<file path="config.mk">
export PLATFORM = sky130hd
export DESIGN_NAME = mode_record_flat
export DESIGN_NICKNAME = d
export VERILOG_FILES = /design/src/rtl/mode_record_if.sv /design/src/rtl/mode_record.sv /design/src/flat_wrapper.sv
export SDC_FILE = /design/constraint.sdc
export NUM_CORES = 1
export LEC_CHECK = 0
export ABC_AREA = 1
export CAP_MARGIN = 20
export CELL_PAD_IN_SITES_DETAIL_PLACEMENT = 1
export CELL_PAD_IN_SITES_GLOBAL_PLACEMENT = 1
export CORE_MARGIN = 5
export CORE_UTILIZATION = 41
export DETAILED_ROUTE_END_ITERATION = 16
export PLACE_DENSITY_LB_ADDON = 0.1
export SYNTH_ARGS = -nofsm -noshare
export SYNTH_HDL_FRONTEND = slang
export SYNTH_SLANG_ARGS = --single-unit
</file>
<file path="constraint.sdc">
create_clock -name clk -period 3.5 [get_ports clk]
set_clock_uncertainty 0.1 [all_clocks]
set_input_delay 0.35 -clock clk [delete_from_list [all_inputs] [get_ports clk]]
set_output_delay 0.35 -clock clk [all_outputs]
set_load 0.03 [all_outputs]
</file>
<file path="src/rtl/mode_record_if.sv">
// mode_record_if
//  Bundles the song-recorder control inputs and the song-table outputs.
//  master: the side that drives record_en/switches/octave_in and reads the table.
//  slave : the recorder itself.
//  Signals:
//   record_en      level; rising edge starts a take, falling edge ends it
//   switches[6:0]  note keys; bit i = note i+1
//   octave_in[1:0] 00 mid, 01 low, 10 high
//   song_packed    note i at [4i+3:4i]   (0 rest, 1..7, F end)
//   octave_packed  octave i at [2i+1:2i]
//   time_continue  duration i at [4i+3:4i], in units
//   length[5:0]    committed entries, terminator excluded
//   recording      high while a take is armed or capturing
//   full           table filled; sticky until next take or reset
//   led_out[6:0]   one-hot of the note being captured, 0 for rest
interface mode_record_if #(
    parameter int SONG_TIME = 56
);
    logic                     record_en;
    logic [6:0]               switches;
    logic [1:0]               octave_in;
    logic [SONG_TIME*4-1:0]   song_packed;
    logic [SONG_TIME*2-1:0]   octave_packed;
    logic [SONG_TIME*4-1:0]   time_continue;
    logic [5:0]               length;
    logic                     recording;
    logic                     full;
    logic [6:0]               led_out;

    modport master (
        output record_en, switches, octave_in,
        input  song_packed, octave_packed, time_continue, length, recording, full, led_out
    );

    modport slave (
        input  record_en, switches, octave_in,
        output song_packed, octave_packed, time_continue, length, recording, full, led_out
    );
endinterface

</file>
<file path="src/rtl/mode_record.sv">
// mode_record
//  Writer side of the song memory: records notes played on the 7 switches,
//  with octave and duration, into a song table readable by the learn/play
//  reader (4b note, 2b octave, 4b duration in units per entry).
//  Ports:
//   clk    system clock
//   reset  asynchronous, active-low
//   bus    mode_record_if.slave (record_en, switches, octave_in in;
//          song_packed, octave_packed, time_continue, length, recording,
//          full, led_out out)
//  Parameters: TICKS_PER_UNIT clk cycles per duration unit, SONG_TIME table
//  entries (terminator included, at most 64), MAX_UNITS duration saturation.
//  Build option: define RECORD_TRIM_REST_EN to drop a trailing rest entry
//  when a take is stopped; otherwise the trailing rest is committed.
module mode_record #(
    parameter int TICKS_PER_UNIT = 10000000,
    parameter int SONG_TIME      = 56,
    parameter int MAX_UNITS      = 15
) (
    input  logic         clk,
    input  logic         reset,
    mode_record_if.slave bus
);
    localparam int TW = (TICKS_PER_UNIT > 1) ? $clog2(TICKS_PER_UNIT) : 1;
    localparam int IW = (SONG_TIME > 1) ? $clog2(SONG_TIME) : 1;
    localparam logic [3:0] NOTE_END = 4'hF;

    typedef enum logic [2:0] {IDLE, ARMED, CAPTURE, CLOSE, DONE} state_t;

    state_t        state;
    logic          rec_q;
    logic          rec_prev;
    logic [5:0]    key_q;
    logic [5:0]    cur_key;
    logic [TW-1:0] tick;
    logic [3:0]    units;
    logic [5:0]    length_r;
    logic          full_r;
    logic          recording_r;
    logic [6:0]    led_r;
    logic [3:0]    note_mem [SONG_TIME];
    logic [1:0]    oct_mem  [SONG_TIME];
    logic [3:0]    dur_mem  [SONG_TIME];

    logic [3:0]    note_now;
    logic          rise;
    logic          fall;
    logic          key_changed;
    logic          tick_wrap;
    logic          units_sat;
    logic          at_last;
    logic          drop_tail;
    logic [3:0]    held_dur;
    logic [IW-1:0] wr_idx;

    logic [SONG_TIME*4-1:0] song_v;
    logic [SONG_TIME*2-1:0] oct_v;
    logic [SONG_TIME*4-1:0] dur_v;

    // Lowest set switch wins: scanning downward lets lower bits overwrite.
    always_comb begin
        note_now = 4'd0;
        for (int i = 6; i >= 0; i--) begin
            if (bus.switches[i]) note_now = 4'(i + 1);
        end
    end

    // The FSM acts on the registered record_en and key, so edges and key
    // changes are both judged one cycle after the inputs move.
    assign rise        = rec_q & ~rec_prev;
    assign fall        = ~rec_q & rec_prev;
    assign key_changed = (key_q != cur_key);
    assign tick_wrap   = (tick == TW'(TICKS_PER_UNIT - 1));
    assign units_sat   = tick_wrap && (units == 4'(MAX_UNITS - 1));
    assign held_dur    = (units == 4'd0) ? 4'd1 : units;
    assign at_last     = (length_r == 6'(SONG_TIME - 2));
    assign wr_idx      = length_r[IW-1:0];

`ifdef RECORD_TRIM_REST_EN
    assign drop_tail = (cur_key[5:2] == 4'd0);
`else
    assign drop_tail = 1'b0;
`endif

    always_ff @(posedge clk or negedge reset) begin
        if (!reset) begin
            state       <= IDLE;
            rec_q       <= 1'b0;
            rec_prev    <= 1'b0;
            key_q       <= 6'd0;
            cur_key     <= 6'd0;
            tick        <= '0;
            units       <= 4'd0;
            length_r    <= 6'd0;
            full_r      <= 1'b0;
            recording_r <= 1'b0;
            for (int i = 0; i < SONG_TIME; i++) begin
                note_mem[i] <= NOTE_END;
                oct_mem[i]  <= 2'b00;
                dur_mem[i]  <= 4'd0;
            end
        end else begin
            rec_q    <= bus.record_en;
            rec_prev <= rec_q;
            key_q    <= {note_now, bus.octave_in};
            case (state)
                IDLE, DONE: begin
                    if (rise) begin
                        for (int i = 0; i < SONG_TIME; i++) begin
                            note_mem[i] <= NOTE_END;
                            oct_mem[i]  <= 2'b00;
                            dur_mem[i]  <= 4'd0;
                        end
                        length_r    <= 6'd0;
                        full_r      <= 1'b0;
                        recording_r <= 1'b1;
                        state       <= ARMED;
                    end
                end
                ARMED: begin
                    if (fall) begin
                        recording_r <= 1'b0;
                        state       <= CLOSE;
                    end else if (key_q[5:2] != 4'd0) begin
                        cur_key <= key_q;
                        tick    <= '0;
                        units   <= 4'd0;
                        state   <= CAPTURE;
                    end
                end
                CAPTURE: begin
                    if (fall) begin
                        if (!drop_tail) begin
                            note_mem[wr_idx] <= cur_key[5:2];
                            oct_mem[wr_idx]  <= cur_key[1:0];
                            dur_mem[wr_idx]  <= held_dur;
                            length_r         <= length_r + 6'd1;
                            if (at_last) full_r <= 1'b1;
                        end
                        recording_r <= 1'b0;
                        state       <= CLOSE;
                    end else if (key_changed || units_sat) begin
                        // A key change closes the note at its real length;
                        // saturation splits it and keeps the same key.
                        note_mem[wr_idx] <= cur_key[5:2];
                        oct_mem[wr_idx]  <= cur_key[1:0];
                        dur_mem[wr_idx]  <= key_changed ? held_dur : 4'(MAX_UNITS);
                        length_r         <= length_r + 6'd1;
                        tick             <= '0;
                        units            <= 4'd0;
                        cur_key          <= key_q;
                        if (at_last) begin
                            full_r      <= 1'b1;
                            recording_r <= 1'b0;
                            state       <= CLOSE;
                        end
                    end else begin
                        tick <= tick_wrap ? '0 : tick + TW'(1);
                        if (tick_wrap) units <= units + 4'd1;
                    end
                end
                CLOSE: begin
                    note_mem[wr_idx] <= NOTE_END;
                    oct_mem[wr_idx]  <= 2'b00;
                    dur_mem[wr_idx]  <= 4'd0;
                    state            <= DONE;
                end
                default: state <= IDLE;
            endcase
        end
    end

    always_ff @(posedge clk or negedge reset) begin
        if (!reset) begin
            led_r <= 7'd0;
        end else if (state == CAPTURE && cur_key[5:2] != 4'd0) begin
            led_r <= 7'd1 << (cur_key[5:2] - 4'd1);
        end else begin
            led_r <= 7'd0;
        end
    end

    always_comb begin
        song_v = '0;
        oct_v  = '0;
        dur_v  = '0;
        for (int i = 0; i < SONG_TIME; i++) begin
            song_v[4*i +: 4] = note_mem[i];
            oct_v[2*i +: 2]  = oct_mem[i];
            dur_v[4*i +: 4]  = dur_mem[i];
        end
    end

    assign bus.song_packed   = song_v;
    assign bus.octave_packed = oct_v;
    assign bus.time_continue = dur_v;
    assign bus.length        = length_r;
    assign bus.recording     = recording_r;
    assign bus.full          = full_r;
    assign bus.led_out       = led_r;
endmodule

</file>
<file path="src/flat_wrapper.sv">
// flat-port wrapper written by rule: the top's interface ports become plain ports
module mode_record_flat 
#(
    parameter int TICKS_PER_UNIT = 10000000,
    parameter int SONG_TIME      = 56,
    parameter int MAX_UNITS      = 15
)
  (clk, reset, bus_record_en, bus_switches, bus_octave_in, bus_song_packed, bus_octave_packed, bus_time_continue, bus_length, bus_recording, bus_full, bus_led_out);
  mode_record_if #(.SONG_TIME(SONG_TIME)) bus_i ();
  input  logic clk;
  input  logic reset;
  input wire logic [$bits(bus_i.record_en)-1:0] bus_record_en;
  input wire logic [$bits(bus_i.switches)-1:0] bus_switches;
  input wire logic [$bits(bus_i.octave_in)-1:0] bus_octave_in;
  output wire logic [$bits(bus_i.song_packed)-1:0] bus_song_packed;
  output wire logic [$bits(bus_i.octave_packed)-1:0] bus_octave_packed;
  output wire logic [$bits(bus_i.time_continue)-1:0] bus_time_continue;
  output wire logic [$bits(bus_i.length)-1:0] bus_length;
  output wire logic [$bits(bus_i.recording)-1:0] bus_recording;
  output wire logic [$bits(bus_i.full)-1:0] bus_full;
  output wire logic [$bits(bus_i.led_out)-1:0] bus_led_out;
  assign bus_i.record_en = bus_record_en;
  assign bus_i.switches = bus_switches;
  assign bus_i.octave_in = bus_octave_in;
  assign bus_song_packed = bus_i.song_packed;
  assign bus_octave_packed = bus_i.octave_packed;
  assign bus_time_continue = bus_i.time_continue;
  assign bus_length = bus_i.length;
  assign bus_recording = bus_i.recording;
  assign bus_full = bus_i.full;
  assign bus_led_out = bus_i.led_out;
  mode_record #(.TICKS_PER_UNIT(TICKS_PER_UNIT), .SONG_TIME(SONG_TIME), .MAX_UNITS(MAX_UNITS)) u_core (.clk(clk), .reset(reset), .bus(bus_i));
endmodule
</file>
==> flow_metrics.py, run 1 <==
metrics = {
    "floorplan": {
        "die_area_um2": 76800,
        "die_w_um": 277,
        "start_util_pct": 41.1,
        "coreArea_um2": 71100,
        "chipHeight_um": 277,
        "ios": 587,
        "rows": 98,
    },
    "timing": {
        "setup_viol": 0,
        "slew-limit-headroom_pct": 30.3,
        "tightest_slew_ns": 1.04,
        "slew_viol_final": 0,
        "fin_tns_setup_ns": 0,
        "rsz0062_at_grt": "no",
        "finalCritPeriodShare_pct": 87.6,
        "fin_crit_ns": 3.07,
        "timing.final.ws_setup_ns": 0.433,
        "final_hold_viol_count": 0,
        "whs_ns": 0.0916,
        "fmax_mhz": 326,
    },
    "global_route": {
        "grt_start_max_net_pins": 156,
        "grt_pass1_vias": 28869,
        "grt_pass1_wl_mm": 187,
        "antenna_found_initial": 1,
        "track_usage_pct": 31.4,
        "overflow": 0,
    },
    "place": {
        "dpl.hpwl_mm": 88.5,
        "place_area_um2": 36400,
        "numPortBuffers": 586,
        "gp_congestion": 0.894,
        "place_ws_ns": 0.513,
        "dp.cells": 5026,
    },
    "route": {
        "via_count": 28151,
        "wl_mm": 124,
        "drt_drc_violations_left": 0,
        "final_antenna_net_count": 0,
        "drt-initial-drc-count": 2114,
        "wl_per_cell_um": 24.1,
        "drtPass1Iterations": 5,
        "vias_per_cell": 5.45,
    },
    "worst_setup_path": {
        "slowest_delay_ns": 0.52,
        "path_cells": "inv_1 > buf_4 > nand2_4 > nand2_1 > nand3_2 > inv_2 > nand2_2 > inv_1 > nand4_1 > o21ai_0",
        "arrival_ns": 3.48,
        "crit_family": "buffers and inverters",
        "required_ns": 3.92,
        "worstPathBufferInverterCount": 4,
        "path_common_cell": "inv_1",
        "crit_path_end_kind": "register",
        "critPathKind": "reg2reg",
        "cp_slowest_cell": "inv_1",
        "critPathLaunchType": "register",
        "crit_path_max_fanout": 22,
    },
    "clock_network": {
        "ctsLongestPathBuffers": 3,
        "clock-root-buffer": "clkbuf_16",
        "cts_tree": "done",
        "cts_sinks": 618,
        "post-cts-setup-buffers": 0,
        "cts_buffers": 72,
        "path_clk_slew_ns": 0.06,
        "cts_resized": 0,
        "clock_latency_ns": 0.61,
        "h-tree-depth": 3,
    },
    "synthesis": {
        "synthMuxAreaShare_pct": 0,
        "avgSynthCellArea_um2": 8.12,
        "ys_ff_latch": 618,
        "yosys_warnings": 0,
        "synth.net_count": 3622,
        "synth_edf_count": 0,
        "syn-cell-area_um2": 29200,
        "synth_seq_area_share_pct": 53.8,
        "yosys.area_share.xor_xnor_pct": 0.389,
        "yosysUniqueCellTypes": 38,
        "async_flop_share_pct": 100,
        "synth_top_family_by_area": "simple AND/OR/NAND/NOR gates",
        "synth_cells": 3603,
        "synth_compound_gate_area_share_pct": 11.8,
        "synthAdderAreaFrac_pct": 0.299,
        "synthSimpleGateAreaFrac_pct": 28.0,
        "synth_flop_cell": "dfrtp_1",
    },
    "layout": {
        "postLayoutCoreUtil_pct": 54.5,
        "nets": 4170,
        "drive_gt1_share_pct": 13.6,
        "fin_cells": 5161,
        "fill_cells": 8439,
        "stdcell_area_um2": 38800,
        "areaGrowthSynthToFinish_pct": 32.6,
    },
    "power": {
        "power.density_nw_per_um2": 816,
        "ir_drop_mv": 0.727,
        "power_leakage_nw": 17.3,
        "finalPower_mw": 31.7,
    },
    "run_status": {
        "outcome": "complete, no violations",
    },
    "job": {
        "drv_cap": 0,
    },
    "worst_hold_path": {
        "min_path_type": "in2reg",
    },
}
==> Yosys cell counts, types with 2 or more instances <==
| master | count | area share, % |
|---|---|---|
| nand2_1 | 1440 | 18 |
| dfrtp_1 | 394 | 34 |
| o21ai_0 | 359 | 6.1 |
| dfstp_2 | 224 | 20 |
| inv_1 | 159 | 2.0 |
| nand3_1 | 155 | 2.7 |
| nor2_1 | 144 | 1.8 |
| o31ai_1 | 139 | 3.6 |
| clkbuf_1 | 120 | 1.5 |
| nand4_1 | 75 | 1.6 |
| o21ai_1 | 70 | 1.2 |
| or2_2 | 69 | 1.5 |
| a21oi_1 | 44 | 0.75 |
| buf_2 | 37 | 0.63 |
| buf_4 | 30 | 0.77 |
| nor2_2 | 28 | 0.60 |
| nor3_1 | 21 | 0.36 |
| inv_2 | 17 | 0.22 |
| nor2_4 | 14 | 0.54 |
| buf_1 | 12 | 0.15 |
| xor2_1 | 12 | 0.36 |
| buf_6 | 7 | 0.27 |
| ha_1 | 7 | 0.30 |
| clkinv_1 | 6 | 0.077 |
| nand3_2 | 4 | 0.14 |
| nand2_2 | 2 | 0.043 |
| nor3b_1 | 2 | 0.051 |
| nor4_1 | 2 | 0.043 |
==> registers in the layout (all words and copies together), names as in the netlist <==
register                  flops
u_core.cur_key                5
u_core.rec_prev               1
u_core.bus.full               1
u_core.state                  3
u_core.bus.octave_packed    112
u_core.bus.length             6
u_core.tick                  24
u_core.bus.recording          1
u_core.bus.led_out            7
u_core.key_q                  5
u_core.bus.song_packed      224
u_core.units                  4
u_core.bus.time_continue    224
u_core.rec_q                  1
==> repair_timing <==
item / 4_1_cts / 5_1_grt
endpoints found under the setup margin: 0 / 0
hold buffers: 1 / 0
hold endpoints to repair: 32 / 0
==> worst paths after layout <==
kind	from	endpoint	slack, ns	cells past startpoint
min in group asynchronous	reset	u_core.key_q[3]	0.24	2
max reg2reg	u_core.state[0]	u_core.units[1]	0.43	10
min	bus_octave_in[0]	u_core.key_q[0]	0.09	1
max	u_core.state[0]	u_core.units[1]	0.43	10
min reg2reg	u_core.bus.song_packed[175]	u_core.bus.song_packed[175]	0.37	2
max in group asynchronous	reset	u_core.bus.song_packed[35]	2.07	3
==> where the power goes <==
| part | internal, mW | switching, mW | leakage, nW |
|---|---|---|---|
| sequential | 9.12 | 1.07 | 7.84 |
| combinational | 4.00 | 9.81 | 8.32 |
| clock | 4.50 | 3.16 | 1.17 |
==> placed cells by master (no fill, tap or decap), drive strengths merged, types with 2 or more instances in the layout <==
master,n
a21oi,44
buf,94
bufinv,2
clkbuf,117
clkdlybuf4s50,585
clkinv,19
dfrtp,394
dfstp,224
diode,2
ha,7
inv,176
nand2,1442
nand3,160
nand4,76
nor2,186
nor3,22
nor3b,2
nor4,2
o21ai,430
o31ai,139
or2,69
xor2,12
==> area by class of cell <==
cell class,count,area [um2],share of cell area (%)
flip-flops and latches,618,15700,40.6
multi-input cells,2597,11900,30.7
repair buffers,680,6870,17.7
clock buffers,117,2220,5.74
well taps,950,1190,3.06
inverters,182,689,1.78
clock inverters,15,150,0.387
diodes,2,5.00,0.0129
==> logic make-up after synthesis <==
| family | Yosys count |
|---|---|
| buffers and inverters | 388 |
| adder cells (fa/ha/maj) | 7 |
| flip-flops | 618 |
| AO/OA/AOI/OAI | 616 |
| XOR/XNOR | 13 |
| AND/OR/NAND/NOR | 1961 |
==> routing by layer <==
| layer | wire length (um) | GRT usage, % |
|---|---|---|
| met5 | 0 | 0 |
| met4 | 6460 | 14.3 |
| met3 | 8100 | 7.24 |
| met2 | 57300 | 49.9 |
| met1 | 52600 | 41.0 |
No activity file was read; power rests on OpenSTA's default activity.
==> inputs of run 2 (changes only) <==
--- a/config.mk
+++ b/config.mk
@@ -13,6 +13,7 @@
 export CORE_UTILIZATION = 41
 export DETAILED_ROUTE_END_ITERATION = 16
 export PLACE_DENSITY_LB_ADDON = 0.1
+export SLEW_MARGIN = 20
 export SYNTH_ARGS = -nofsm -noshare
 export SYNTH_HDL_FRONTEND = slang
 export SYNTH_SLANG_ARGS = --single-unit
==> results of run 2 <==
The final DEF is identical to that of run 1; final timing and power are the same.
